===== config.mk =====
export PLATFORM = sky130hd
export DESIGN_NAME = imem_loader
export DESIGN_NICKNAME = d
export VERILOG_FILES = /design/src/rtl/imem_loader.sv
export SDC_FILE = /design/constraint.sdc
export NUM_CORES = 1
export LEC_CHECK = 0
export ABC_AREA = 1
export BUFFER_PORTS_ARGS = -buffer_cell sky130_fd_sc_hd__buf_4
export CAP_MARGIN = 5
export CORE_ASPECT_RATIO = 0.8
export CORE_MARGIN = 2
export CORE_UTILIZATION = 55
export CTS_CLUSTER_DIAMETER = 50
export CTS_CLUSTER_SIZE = 10
export DETAILED_ROUTE_END_ITERATION = 8
export PLACE_DENSITY = 0.79
export SYNTH_ARGS = -nofsm -noshare
export SYNTH_HDL_FRONTEND = slang
export SYNTH_SLANG_ARGS = --single-unit

===== constraint.sdc =====
create_clock -name clk -period 2 [get_ports clk]
set_input_delay 0.4 -clock clk [delete_from_list [all_inputs] [get_ports clk]]
set_output_delay 0.4 -clock clk [all_outputs]
set_load 0.02 [all_outputs]

===== src/rtl/imem_loader.sv =====
// Instruction-memory loader: length-prefixed byte stream in, sequential memory writes out.
// Optional LOADER_CHECKSUM_EN adds a trailing checksum byte that must bring the byte sum to zero.
module imem_loader #(
    parameter int ADDR_W = 4
) (
    input  logic              clk,
    input  logic              rst,
    input  logic              start,
    input  logic              in_valid,
    input  logic [7:0]        in_data,
    output logic              in_ready,
    output logic              mem_we,
    output logic [ADDR_W-1:0] mem_addr,
    output logic [7:0]        mem_wdata,
    output logic              busy,
    output logic              done,
    output logic              err,
    output logic              proc_hold
);

    localparam int DEPTH = 2**ADDR_W;

    typedef enum logic [2:0] {
        IDLE,
        LEN,
        DATA,
`ifdef LOADER_CHECKSUM_EN
        CSUM,
`endif
        FIN,
        DONE,
        ERR
    } state_t;

    state_t          state;
    state_t          state_n;
    logic [7:0]      cnt;
    logic [ADDR_W:0] wptr;
    logic            xfer;
`ifdef LOADER_CHECKSUM_EN
    logic [7:0]      sum;
    logic [7:0]      sum_total;
`endif

    // Next-state decode; the registered outputs below are derived from it so they line up with state.
    always_comb begin
        state_n = state;
        xfer    = in_valid && in_ready;
`ifdef LOADER_CHECKSUM_EN
        sum_total = sum + in_data;
`endif
        case (state)
            IDLE, DONE, ERR: begin
                if (start)
                    state_n = LEN;
            end
            LEN: begin
                if (xfer) begin
                    if (in_data == 8'd0 || int'(in_data) > DEPTH)
                        state_n = ERR;
                    else
                        state_n = DATA;
                end
            end
            DATA: begin
                if (xfer && cnt == 8'd1) begin
`ifdef LOADER_CHECKSUM_EN
                    state_n = CSUM;
`else
                    state_n = FIN;
`endif
                end
            end
`ifdef LOADER_CHECKSUM_EN
            CSUM: begin
                if (xfer)
                    state_n = (sum_total == 8'd0) ? FIN : ERR;
            end
`endif
            FIN:     state_n = DONE;
            default: state_n = IDLE;
        endcase
    end

    always_ff @(posedge clk) begin
        if (rst) begin
            state     <= IDLE;
            cnt       <= 8'd0;
            wptr      <= '0;
            in_ready  <= 1'b0;
            mem_we    <= 1'b0;
            mem_addr  <= '0;
            mem_wdata <= 8'd0;
            busy      <= 1'b0;
            done      <= 1'b0;
            err       <= 1'b0;
            proc_hold <= 1'b1;
`ifdef LOADER_CHECKSUM_EN
            sum       <= 8'd0;
`endif
        end else begin
            state     <= state_n;
            mem_we    <= 1'b0;
            done      <= (state_n == DONE);
            err       <= (state_n == ERR);
            proc_hold <= (state_n != DONE);
            busy      <= (state_n == LEN) || (state_n == DATA) || (state_n == FIN)
`ifdef LOADER_CHECKSUM_EN
                         || (state_n == CSUM)
`endif
                         ;
            in_ready  <= (state_n == LEN) || (state_n == DATA)
`ifdef LOADER_CHECKSUM_EN
                         || (state_n == CSUM)
`endif
                         ;

            if (state == LEN && xfer && state_n == DATA) begin
                cnt  <= in_data;
                wptr <= '0;
`ifdef LOADER_CHECKSUM_EN
                sum  <= 8'd0;
`endif
            end

            // The extra pointer bit can only be set after the last legal address, so it gates the write.
            if (state == DATA && xfer) begin
                mem_we    <= !wptr[ADDR_W];
                mem_addr  <= wptr[ADDR_W-1:0];
                mem_wdata <= in_data;
                wptr      <= wptr + (ADDR_W+1)'(1);
                cnt       <= cnt - 8'd1;
`ifdef LOADER_CHECKSUM_EN
                sum       <= sum + in_data;
`endif
            end
        end
    end

endmodule


==> impl_metrics.tcl <==
set metrics [dict create \
    outcome "finished, final reports clean" \
    row_count 17 \
    grt_pass1_vias 1370 \
    area_growth_syn_to_layout_pct 17.6 \
    fmax_ghz 0.646 \
    cts_buffers 5 \
    clk_pin_slew_ps 110 \
    route.detailed.drc 0 \
    slowest_stage "dfxtp_1" \
    slew_violations 0 \
    postRouteWirelength_mm 3.41 \
    tightest_slew_ps 453 \
    rsz0062_at_grt "false" \
    period_needed_ps 1550 \
    arrival_ps 1830 \
    place_inst 280 \
    cp-start-kind "flip-flop" \
    clkLatencyLatePin_ps 340 \
    io_buffers 29 \
    syn-num-nets 234 \
    fp.dieW_microns 64.1 \
    crit_path_max_fanout 4 \
    drive_gt1_share_pct 22.4 \
    clock_path_buffers 2 \
    p_per_area_nw_per_um2 647 \
    hp-class "input port to flip-flop" \
    die_y_microns 52.1 \
    peakVddDrop_uv 561 \
    r2r_start "cnt[0]" \
    cts_root_buf "clkbuf_4" \
    cts_max_level 2 \
    ys_types 27 \
    vias 1474 \
    path_cells "inv_1 -> ha_1 -> inv_1 -> or2_2 -> a21oi_1 -> o21ai_0 -> a21oi_1" \
    path_delay_family "compound AO/OA/AOI/OAI gates" \
    drt_iter0_drc 63 \
    max_stage_delay_ps 350 \
    p_leak_nw 0.828 \
    die-area_sq_um 3340 \
    timing.setup.tns_ps 0 \
    finalSetupViolCount 0 \
    n_antenna_cell 0 \
    hpwl_mm 2.43 \
    worst_slack_ps 453 \
    postCtsSetupBuffers 0 \
    initial_core_util_pct 57.5 \
    grt_remaining_overflow 0 \
    ys_ff_latch 34 \
    grt_usage_pct 23.5 \
    finalClockSkew_ps 11.6 \
    relSlewSlack_pct 69.8 \
    stdcell_count 288 \
    wl_per_cell_microns 11.8 \
    place_ws_ps 473 \
    cts_resized 0 \
    grt_pass1_wl_mm 5.93 \
    period_share_pct 77.3 \
    cap_violations 0 \
    routabilityCongestion 0.819 \
    nets 264 \
    synth_area_per_cell_sq_um 7.26 \
    viasPerCell 5.12 \
    crit_path_end_kind "flip-flop" \
    antenna_found_initial 0 \
    timing_hold_violations_final 0 \
    cts_tree "done" \
    ys.flop_type "dfxtp_1" \
    grt_max_degree 28 \
    crit_buf_inv 2 \
    required_ps 2280 \
    cts_hold_buffers 0 \
    core_area_sq_um 2770 \
    yosys_warnings 0 \
    async_flop_share_pct 0 \
    clock-sinks 34 \
    path_class "flip-flop to flip-flop" \
    fillCellCount 264 \
    synth_edf_count 0 \
    ys_seq_area_share_pct 42.8 \
    synthCells 219 \
    ant_nets 0 \
    num_io_pins 30 \
    firstDrtPassIters 4 \
    synth_area_sq_um 1590 \
    hold_start "in_data[7]" \
    cp-startpoint "cnt[0]" \
]
layer usage:
| layer | GRT usage [%] | up-vias | part of all wire (%) |
|---|---|---|---|
| li1 | - | 768 | - |
| met4 | 7.45 | 0 | 1.2 |
| met3 | 7.79 | 6 | 6.5 |
| met2 | 38.7 | 38 | 43 |
| met1 | 29.4 | 662 | 50 |
| met5 | 0 | - | 0 |
per-stage QoR:
stage	instance area (sq um)	power [mW]	util (%)	hold WS (ps)
2_1_floorplan	1590	0.779	-	444
3_3_place_gp	1810	0.821	65.5	463
3_5_place_dp	1810	0.822	65.5	475
4_1_cts	1870	1.21	67.6	322
5_1_grt	1870	1.27	67.6	316
6_report	1870	1.21	67.6	324
power by group:
| group | total (mW) | switching (mW) | internal, mW | leakage, nW |
|---|---|---|---|---|
| Clock | 0.403 | 0.232 | 0.170 | 0.0353 |
| Combinational | 0.113 | 0.0691 | 0.0441 | 0.518 |
| Sequential | 0.694 | 0.00733 | 0.687 | 0.275 |
| Total | 1.21 | 0.309 | 0.901 | 0.828 |
state kept, by name, summed over array words and instances, names as in the netlist:
signal and count:
cnt 8, in_ready 1, err 1, busy 1, wptr 5, mem_wdata 8, done 1, mem_addr 4
mem_we 1, state 3, proc_hold 1
kinds of logic (layout without fill, tap and decap cells):
logic type | Yosys count | after routing | share of synthesized area [%]
compound gates | 52 | 52 | 16.9
fa+ha+maj | 3 | 3 | 2.36
buf+inv | 32 | 63 | 9.36
flops | 34 | 34 | 42.8
simple gates | 98 | 98 | 28.6
cell usage in the layout (no fill, tap or decap), types with 5 or more instances in the layout:
cell,synthesis,layout
a21oi_1,23,23
buf_4,1,30
clkbuf_4,0,5
dfxtp_1,34,34
inv_1,21,21
nand2_1,38,38
nand3_1,12,12
nor2_1,30,30
nor2_2,5,5
o21ai_0,24,24
layout make-up:
cell class | count | area (sq um) | area share, %
clock buffers | 7 | 55.1 | 2.94
clock inverters | 1 | 5.00 | 0.268
inverters | 25 | 96.3 | 5.15
multi-input cells | 153 | 761 | 40.7
flip-flops and latches | 34 | 681 | 36.4
well taps | 38 | 47.5 | 2.54
repair buffers | 30 | 225 | 12.0
synthesized netlist by cell type, types with 2 or more instances:
cell type,count,area share [%]
inv_1,21,5.0
o21ai_0,24,7.6
nor2_1,30,7.1
buf_6,3,2.1
ha_1,3,2.4
a21oi_1,23,7.2
inv_2,3,0.71
dfxtp_1,34,43
o21ai_1,2,0.63
nand2_1,38,9.0
clkbuf_1,3,0.71
nand2_2,2,0.79
nor3_1,2,0.63
nand4_1,3,1.2
nand3_1,12,3.8
nor2_2,5,2.0
worst paths after layout:
check	slack, ps	cells after the start	endpoint
setup / recovery	450	7	cnt[2]
hold / removal	320	3	mem_wdata[7]
setup reg to reg	450	7	cnt[2]
hold reg to reg	480	2	cnt[7]
worst reg2reg max path, cell delays in order, from the launching register on:
cell     delay (ps)
dfxtp_1         350
inv_1           130
ha_1            260
inv_1            90
or2_2           270
a21oi_1         130
o21ai_0         100
a21oi_1         150
No activity file was read; power rests on OpenSTA's default activity.
